--- src/rtl/multi_cycle_ctrl_pkg.sv ---
// Shared encodings for the multi-cycle MIPS control FSM: opcodes, ALU
// operation codes, datapath mux selects and the state encoding.
package multi_cycle_ctrl_pkg;

  // Opcodes, taken from IR[31:26]
  localparam logic [5:0] OP_RTYPE = 6'b000000;
  localparam logic [5:0] OP_ADDI  = 6'b001000;
  localparam logic [5:0] OP_SLTI  = 6'b001010;
  localparam logic [5:0] OP_LW    = 6'b100011;
  localparam logic [5:0] OP_SW    = 6'b101011;
  localparam logic [5:0] OP_BEQ   = 6'b000100;
  localparam logic [5:0] OP_J     = 6'b000010;

  // ALU operation codes
  localparam logic [2:0] ALU_ADD   = 3'b000;
  localparam logic [2:0] ALU_SUB   = 3'b001;
  localparam logic [2:0] ALU_FUNCT = 3'b010;
  localparam logic [2:0] ALU_SLTI  = 3'b100;

  // ALU B operand select
  localparam logic [1:0] SRCB_RT     = 2'b00;
  localparam logic [1:0] SRCB_FOUR   = 2'b01;
  localparam logic [1:0] SRCB_IMM    = 2'b10;
  localparam logic [1:0] SRCB_IMM_SH = 2'b11;

  // PC source select
  localparam logic [1:0] PCSRC_ALU    = 2'b00;
  localparam logic [1:0] PCSRC_ALUOUT = 2'b01;
  localparam logic [1:0] PCSRC_JUMP   = 2'b10;

  typedef enum logic [3:0] {
    ST_FETCH    = 4'd0,
    ST_DECODE   = 4'd1,
    ST_MEM_ADDR = 4'd2,
    ST_MEM_RD   = 4'd3,
    ST_MEM_WB   = 4'd4,
    ST_MEM_WR   = 4'd5,
    ST_R_EXEC   = 4'd6,
    ST_R_WB     = 4'd7,
    ST_BRANCH   = 4'd8,
    ST_JUMP     = 4'd9,
    ST_I_EXEC   = 4'd10,
    ST_I_WB     = 4'd11
  } state_t;

  // State following DECODE; unsupported opcodes fall back to FETCH.
  function automatic state_t decodeNext(input logic [5:0] op);
    state_t nxt;
    case (op)
      OP_RTYPE:       nxt = ST_R_EXEC;
      OP_LW, OP_SW:   nxt = ST_MEM_ADDR;
      OP_ADDI,
      OP_SLTI:        nxt = ST_I_EXEC;
      OP_BEQ:         nxt = ST_BRANCH;
      OP_J:           nxt = ST_JUMP;
      default:        nxt = ST_FETCH;
    endcase
    return nxt;
  endfunction

endpackage

--- src/rtl/multi_cycle_ctrl_wait.sv ---
// mem_wait_timer: counts consecutive memory stall cycles and raises a sticky
// timeout once a single access has stalled WAIT_MAX cycles.
module mem_wait_timer #(
  parameter int WAIT_MAX = 15,
  parameter int CNT_W    = 4
) (
  input  logic clk_i,
  input  logic rst_i,
  input  logic waitCycle,
  output logic timeout
);

  localparam logic [CNT_W-1:0] CNT_MAX    = '1;
  localparam logic [CNT_W-1:0] WAIT_LIMIT = CNT_W'(WAIT_MAX);

  logic [CNT_W-1:0] waitCnt;
  logic [CNT_W-1:0] cntNext;

  // Next count: any non-stall cycle (which includes every state change) clears, stalls saturate
  always_comb begin
    cntNext = waitCnt;
    if (!waitCycle) begin
      cntNext = '0;
    end else if (waitCnt != CNT_MAX) begin
      cntNext = waitCnt + 1'b1;
    end
  end

  // Counter register and sticky timeout, only reset clears the flag
  always_ff @(posedge clk_i) begin
    if (!rst_i) begin
      waitCnt <= '0;
      timeout <= 1'b0;
    end else begin
      waitCnt <= cntNext;
      if (waitCycle && (cntNext >= WAIT_LIMIT)) begin
        timeout <= 1'b1;
      end
    end
  end

endmodule

--- src/rtl/multi_cycle_ctrl.sv ---
// Main control FSM of the multi-cycle MIPS datapath. Sequences fetch, decode,
// execute, memory and writeback on a shared ALU and unified memory.
//
// Memory handshake: while the FSM presents MemRead_o or MemWrite_o, the access
// completes in the cycle mem_ready_i is high; with mem_ready_i low the request
// and every other control stay unchanged into the next cycle.
module multi_cycle_ctrl
  import multi_cycle_ctrl_pkg::*;
#(
  parameter int WAIT_MAX = 15,
  parameter int CNT_W    = 4
) (
  input  logic       clk_i,
  input  logic       rst_i,
  input  logic [5:0] instr_op_i,
  input  logic       mem_ready_i,
  output logic       PCWrite_o,
  output logic       PCWriteCond_o,
  output logic       IorD_o,
  output logic       MemRead_o,
  output logic       MemWrite_o,
  output logic       IRWrite_o,
  output logic       MemtoReg_o,
  output logic       RegDst_o,
  output logic       RegWrite_o,
  output logic       ALUSrcA_o,
  output logic [1:0] ALUSrcB_o,
  output logic [2:0] ALU_op_o,
  output logic [1:0] PCSource_o,
  output logic       instr_done_o,
  output logic       illegal_o,
  output logic       timeout_o,
  output logic [3:0] state_o
);

  state_t     state;
  logic [5:0] opReg;
  logic       waitCycle;
  logic       timeoutRaw;

  // A stall cycle is a memory-requesting state without ready
  assign waitCycle = ((state == ST_FETCH) || (state == ST_MEM_RD) ||
                      (state == ST_MEM_WR)) && !mem_ready_i;

  mem_wait_timer #(
    .WAIT_MAX (WAIT_MAX),
    .CNT_W    (CNT_W)
  ) uWaitTimer (
    .clk_i     (clk_i),
    .rst_i     (rst_i),
    .waitCycle (waitCycle),
    .timeout   (timeoutRaw)
  );

  assign timeout_o = rst_i & timeoutRaw;
  assign state_o   = state;

  // State register; opcode is captured in DECODE (IR is stable afterwards)
  always_ff @(posedge clk_i) begin
    if (!rst_i) begin
      state <= ST_FETCH;
      opReg <= '0;
    end else begin
      case (state)
        ST_FETCH:    if (mem_ready_i) state <= ST_DECODE;
        ST_DECODE: begin
          opReg <= instr_op_i;
          state <= decodeNext(instr_op_i);
        end
        ST_MEM_ADDR: state <= (opReg == OP_SW) ? ST_MEM_WR : ST_MEM_RD;
        ST_MEM_RD:   if (mem_ready_i) state <= ST_MEM_WB;
        ST_MEM_WR:   if (mem_ready_i) state <= ST_FETCH;
        ST_R_EXEC:   state <= ST_R_WB;
        ST_I_EXEC:   state <= ST_I_WB;
        default:     state <= ST_FETCH;
      endcase
    end
  end

  // Control outputs from state and mem_ready_i; everything is 0 in reset
  always_comb begin
    PCWrite_o     = 1'b0;
    PCWriteCond_o = 1'b0;
    IorD_o        = 1'b0;
    MemRead_o     = 1'b0;
    MemWrite_o    = 1'b0;
    IRWrite_o     = 1'b0;
    MemtoReg_o    = 1'b0;
    RegDst_o      = 1'b0;
    RegWrite_o    = 1'b0;
    ALUSrcA_o     = 1'b0;
    ALUSrcB_o     = SRCB_RT;
    ALU_op_o      = ALU_ADD;
    PCSource_o    = PCSRC_ALU;
    instr_done_o  = 1'b0;
    illegal_o     = 1'b0;
    if (rst_i) begin
      case (state)
        ST_FETCH: begin
          MemRead_o = 1'b1;
          ALUSrcB_o = SRCB_FOUR;
          if (mem_ready_i) begin
            IRWrite_o = 1'b1;
            PCWrite_o = 1'b1;
          end
        end
        ST_DECODE: begin
          ALUSrcB_o = SRCB_IMM_SH;
          if (decodeNext(instr_op_i) == ST_FETCH) begin
            illegal_o    = 1'b1;
            instr_done_o = 1'b1;
          end
        end
        ST_MEM_ADDR: begin
          ALUSrcA_o = 1'b1;
          ALUSrcB_o = SRCB_IMM;
        end
        ST_MEM_RD: begin
          MemRead_o = 1'b1;
          IorD_o    = 1'b1;
        end
        ST_MEM_WB: begin
          RegWrite_o   = 1'b1;
          MemtoReg_o   = 1'b1;
          instr_done_o = 1'b1;
        end
        ST_MEM_WR: begin
          MemWrite_o   = 1'b1;
          IorD_o       = 1'b1;
          instr_done_o = mem_ready_i;
        end
        ST_R_EXEC: begin
          ALUSrcA_o = 1'b1;
          ALU_op_o  = ALU_FUNCT;
        end
        ST_R_WB: begin
          RegWrite_o   = 1'b1;
          RegDst_o     = 1'b1;
          instr_done_o = 1'b1;
        end
        ST_I_EXEC: begin
          ALUSrcA_o = 1'b1;
          ALUSrcB_o = SRCB_IMM;
          ALU_op_o  = (opReg == OP_SLTI) ? ALU_SLTI : ALU_ADD;
        end
        ST_I_WB: begin
          RegWrite_o   = 1'b1;
          instr_done_o = 1'b1;
        end
        ST_BRANCH: begin
          ALUSrcA_o     = 1'b1;
          ALU_op_o      = ALU_SUB;
          PCWriteCond_o = 1'b1;
          PCSource_o    = PCSRC_ALUOUT;
          instr_done_o  = 1'b1;
        end
        ST_JUMP: begin
          PCWrite_o    = 1'b1;
          PCSource_o   = PCSRC_JUMP;
          instr_done_o = 1'b1;
        end
        default: ;
      endcase
    end
  end

endmodule

--- config.mk ---
export PLATFORM = sky130hd
export DESIGN_NAME = multi_cycle_ctrl
export DESIGN_NICKNAME = d
export VERILOG_FILES = /design/src/rtl/multi_cycle_ctrl_pkg.sv /design/src/rtl/multi_cycle_ctrl_wait.sv /design/src/rtl/multi_cycle_ctrl.sv
export SDC_FILE = /design/constraint.sdc
export NUM_CORES = 1
export LEC_CHECK = 0
export CORE_MARGIN = 4
export CORE_UTILIZATION = 47
export CTS_CLUSTER_SIZE = 8
export DETAILED_ROUTE_END_ITERATION = 16
export PLACE_DENSITY = 0.8
export RECOVER_POWER = 50
export SLEW_MARGIN = 20
export SYNTH_ARGS = -nofsm -noshare
export SYNTH_HDL_FRONTEND = slang
export SYNTH_HIERARCHICAL = 1
export SYNTH_SLANG_ARGS = --single-unit
--- constraint.sdc ---
create_clock -name clk_i -period 3.1 [get_ports clk_i]
set_input_delay 0.93 -clock clk_i [delete_from_list [all_inputs] [get_ports clk_i]]
set_output_delay 0.93 -clock clk_i [all_outputs]
set_load 0.05 [all_outputs]
* Word level (Yosys, flattened, before mapping)
Index checks and enable logic that the tools add are counted.
** Cells by class
- Reduce and logical (&&, ||, !) cells :: 17
- Bitwise gates (word level) :: 1
- $lt $le $gt $ge :: 1
- Mux-type cells :: 43
- Add/subtract/negate cells :: 1
- Eq/ne operators :: 23
** Operators with widths (number)
- 2-to-1 mux 4 bit :: 7
- case mux 4 bit (7 select lines) :: 1
- 2-to-1 mux 1 bit :: 24
- case mux 4 bit (5 select lines) :: 1
- == test 6 x 4 -> 1 bit (second input constant) :: 3
- == test 6 bit (second input constant) :: 3
- == test 4 x 3 -> 1 bit (second input constant) :: 4
- == test 4 bit (second input constant) :: 4
- OR reduction 2 bit :: 5
- 2-to-1 mux 3 bit :: 3
- case mux 3 bit (3 select lines) :: 1
- == test 4 x 2 -> 1 bit (second input constant) :: 2
- logical NOT 4 bit :: 2
- == test 6 x 2 -> 1 bit (second input constant) :: 1
- == test 6 x 3 -> 1 bit (second input constant) :: 1
- logical NOT 6 bit :: 1
- inequality test 2 bit (second input constant) :: 3
- case mux 2 bit (3 select lines) :: 1
- OR reduction 5 bit :: 1
- adder 4 x 1 -> 4 bit (second input constant) :: 1
- == test 4 x 1 -> 1 bit (second input constant) :: 1
- greater-or-equal comparator 4 bit (second input constant) :: 1
- 2-to-1 mux 2 bit :: 2
- inequality test 4 bit (second input constant) :: 1
- 10 further kinds :: 12
** Word-level totals
- Bits in registers :: 15
- Output and inout bits :: 24
- Input port bits :: 9
- Logic and storage cells :: 90

* Depth between registers and ports, before layout
- Word-level depth :: 9
- Mapped depth :: 7
- Gate-level depth less buffers :: 5

* Cells and area by module
Netlist, hierarchy kept.
** Modules (own cells, without submodules)
- multi_cycle_ctrl :: cells each 124, instances 1, area an instance 868.3 um2
- mem_wait_timer :: cells each 30, instances 1, area an instance 271.5 um2

* Least setup slack after synthesis
OpenSTA, ideal clock, no wires.
- Path kind :: in2out
- Start :: in rst_i
- End :: out PCWrite_o
- Cell stages on the path :: 4
- Path buffers :: 0
- Slack :: -1.683 ns
- Required time :: 2.170 ns
- Arrival :: 3.853 ns
- Cells stage by stage :: nand2b_1 -> nor3_1 -> nor3b_1 -> or2_2
** On the way
- Longest elaborated chain between the ends :: 1
** RTL lines
- start: declaration :: RTL line multi_cycle_ctrl.sv:14 : input logic rst_i,
- 2-to-1 mux 1 bit :: RTL line multi_cycle_ctrl.sv:97 : if (rst_i) begin
- end: declaration :: RTL line multi_cycle_ctrl.sv:17 : output logic PCWrite_o,
Every way passes these cells.

* Final worst setup path
- Start :: in instr_op_i[3]
- End :: out instr_done_o
** On the way
- Longest elaborated chain between the ends :: 9
** RTL lines
- start: declaration :: RTL line multi_cycle_ctrl.sv:15 : input logic [5:0] instr_op_i,
- == test 6 x 4 -> 1 bit or == test 6 bit (tied branches) :: RTL line multi_cycle_ctrl_pkg.sv:49 : case (op)
- OR reduction 2 bit :: RTL line multi_cycle_ctrl_pkg.sv:49
- case mux 4 bit (5 select lines) * :: RTL line multi_cycle_ctrl_pkg.sv:49
- 2-to-1 mux 4 bit * :: RTL line multi_cycle_ctrl.sv:98 : case (state)
- 2-to-1 mux 4 bit * :: RTL line multi_cycle_ctrl.sv:97
- logical NOT 4 bit * :: RTL line multi_cycle_ctrl.sv:109 : if (decodeNext(instr_op_i) == ST_FETCH) begin
- 2-to-1 mux 1 bit * :: RTL line multi_cycle_ctrl.sv:109
- case mux 1 bit (3 select lines) * :: RTL line multi_cycle_ctrl.sv:98
- 2-to-1 mux 1 bit * :: RTL line multi_cycle_ctrl.sv:97
- end: declaration :: RTL line multi_cycle_ctrl.sv:30 : output logic instr_done_o,
Every way passes the cells marked *; elsewhere a longest branch is shown, timed or not. The select of a mux whose other input is x is not followed.

==> run summary <==
IO Count: 33
Net Sw Frac: 0.3573
M1 GR Usage: 0.2886
unrepaired setup endpoints after global routing: true
met3 Usage GRT: 0.05204
most frequent cells after synthesis: 22 x nand2_1, 15 x dfxtp_1, 11 x nor2_1, 11 x nor3_1
first-pass GRT wire length: 6596 um
clk_lat worst skew: 290 ps
Clk pwr share: 0.234
violated checks: setup timing
Initial Util: 0.5055
Synth area leaders: dfxtp_1 26%, nand2_1 7.2%, nor3_1 4.8%, a21boi_0 4.6%, nor2_1 3.6%
Yosys cell types: 45
synthesized flop and latch total: 15
clock-pin slew on the worst setup and hold paths: 100 ps
number of synthesized flops with an enable pin: 0
pin slew with the least headroom to its limit: 530.4 ps
Synth Warn #: 6
hold endpoint: opReg[3]
antenna-violating nets left: 0
switching pwr: 0.0001839 W
Core Footprint: 0.002255 sq mm
Worst Skew: 4.248 ps
main combinational cell family by area after synthesis: simple AND/OR/NAND/NOR gates
combinational group share of total power: 0.349
first-pass iteration count of the detailed router: 4
Non-Filler Instances: 235
via count: 1413
Worst VDD drop: 0.3494 mV
Internal: 0.0003309 W
Avg Cell Area, Syn: 7.402 sq um
syn nets: 164
crit path time final: 3105 ps
R2R setup slack: 1030 ps
final hold violations: 0
number of global-route vias before repair: 1374
RR Startpoint: state_o[3]
Mapped Area: 0.001140 sq mm
Syn Inst Count: 154
number of DRC markers in iteration 0: 127
clock root buffer: clkbuf_4
Hold Path Class: register to register
DP Area: 0.001883 sq mm
Critical Path RT: 2170 ps
DIE HEIGHT: 57.25 um
# rows: 17
post-synthesis simple-gate area fraction: 0.3842
multiplexer share of the synthesized area: 0
hold_sp: opReg[3]
GRT Overall Usage: 0.2557
H-tree level count: 1
pwr dens: 258.9 mW/mm^2
most numerous cell in the Yosys netlist: nand2_1
Vias per Instance: 6.013
Nets: 218
share of cells above drive strength 1: 0.3913
# diodes: 0
Max clock buf depth: 2
fmax: 322.1 MHz
Chip Width: 57.25 um
worst setup margin: -4.828 ps
total gr overflow: 0
worst endpoint data arrival time: 2170 ps
dominant synthesized flop cell: dfxtp_1
Leak: 0.8094 nW
hpwl dp: 2810 um
final setup violating endpoints: 1
WL final: 4497 um
initial antenna violation count: 0
clock sinks: 15
status: complete, but fails checks
WS Path Type: input port to output port
share of synthesized registers carrying an async set or reset: 0
busiest grt layer: met2
I/O Buffers: 32
RD Place Congestion: 0.8944
CTS tree: done
sequential area share after synthesis: 0.2634
CP Max Fanout: 2
DRC: 0
fin. max-slew vios: 0
Synth area leader: dfxtp_1
crit path launch type: input port
WL per Instance: 19.14 um
area fraction in compound gates after synthesis: 0.1998
synth-to-layout area growth: 74.42%
FF-to-FF path depth: 4
xor/xnor share of the synthesized area: 0.05269
Hold Path Depth: 2
CP Capture Type: output port
reg2reg end: state_o[1]
Synth Area in Adders: 0.01976
M2 GR Usage: 0.4731
placed cells: 230
pin count of the biggest net entering global routing: 16
Seq pwr share: 0.417
Worst slew margin: 0.6459
share of the synthesized area in the top cell type: 0.2634
die area: 0.003277 sq mm
total of max-cap violations: 0
final cycle utilization of the critical path: 1.002
Design Area, Final: 0.001988 sq mm
Num CTS Buffers: 3
TNS Setup: -4.828 ps
## kinds of logic after synthesis
logic type | Yosys count
AO/OA/AOI/OAI | 31
XOR/XNOR | 6
adder cells (fa/ha/maj) | 2
buffers and inverters | 18
flip-flops | 15
AND/OR/NAND/NOR | 82
## layer usage
layer | share of wire | vias up
li1 | - | 647
met1 | 0.38 | 681
met2 | 0.54 | 73
met3 | 0.058 | 12
met4 | 0.024 | 0
met5 | 0 | -
## power groups by stage
stage / sequential (W) / combinational (W) / clock, W
after detailed placement: 0.000218 / 0.000165 / 0
after global routing: 0.000216 / 0.000190 / 0.000130
after CTS: 0.000213 / 0.000170 / 0.000120
after floorplan: 0.000216 / 0.0000885 / 0
after global placement: 0.000216 / 0.000160 / 0
final: 0.000214 / 0.000180 / 0.000121
## final cells by class
type,instances,area (sq um)
multi-input cells,121,873.3
repair buffers,62,732.0
flip-flops and latches,15,301.5
fillers,102,266.5
well taps,28,35.03
clock buffers,3,22.52
inverters,5,18.77
clock inverters,1,5.005
## cells in the final DEF (no fill, tap or decap), types with 2 or more instances in the layout
master / count
xnor2_1: 3
dlygate4sd3_1: 2
clkbuf_2: 2
o21ai_0: 2
nand2b_1: 3
o21a_1: 2
nand2_1: 22
clkbuf_4: 3
nor2_1: 11
nor3_1: 7
nor3_4: 4
nor2b_1: 4
inv_1: 5
a21boi_0: 6
xor2_1: 2
a2bb2oi_1: 2
nand3_1: 4
nor4_2: 2
dlymetal6s2s_1: 2
nand4_1: 3
or2_2: 2
clkdlybuf4s50_1: 2
a31oi_1: 2
buf_12: 18
a21oi_1: 6
buf_4: 28
buf_6: 6
and2_1: 3
dfxtp_1: 14
## worst max-delay path: stages
cell and delay (ps):
buf_6 90, or4_4 530, o211ai_1 310, o32ai_2 140
buf_6 180
## registers in the layout (all words and copies together) (netlist names)
name and flops:
opReg 6, state_o 4, uWaitTimer/waitCnt 4, uWaitTimer/timeout 1
## how the worst max path moves through the flow
stage	startpoint	slack (ps)	end
floorplan	state_o[2]	-380	MemtoReg_o
global placement	instr_op_i[0]	-280	instr_done_o
detailed placement	instr_op_i[0]	-340	instr_done_o
CTS	mem_ready_i	-30	instr_done_o
global route	instr_op_i[3]	-20	instr_done_o
finish	instr_op_i[3]	-5	instr_done_o
## metrics by stage
| step | power, W | utilization | setup slack, ps | hold WS, ps |
|---|---|---|---|---|
| 2_1_floorplan | 0.0003047 | - | -381.5 | 438.3 |
| 3_3_place_gp | 0.0003764 | 0.8352 | -276.7 | 452.2 |
| 3_5_place_dp | 0.0003824 | 0.8352 | -336.7 | 459.7 |
| 4_1_cts | 0.0005037 | 0.8640 | -28.59 | 473.3 |
| 5_1_grt | 0.0005367 | 0.8818 | -18.24 | 513.6 |
| 6_report | 0.0005148 | 0.8818 | -4.828 | 496.5 |
## repair_timing
item / in CTS / in global routing
setup endpoints to repair: 14 / 3
resized for setup: 22 / 15
buffers inserted: 0 / 1
pin swaps: 7 / 6
hold buffers: 0 / 0
(Power assumes the default switching activity.)
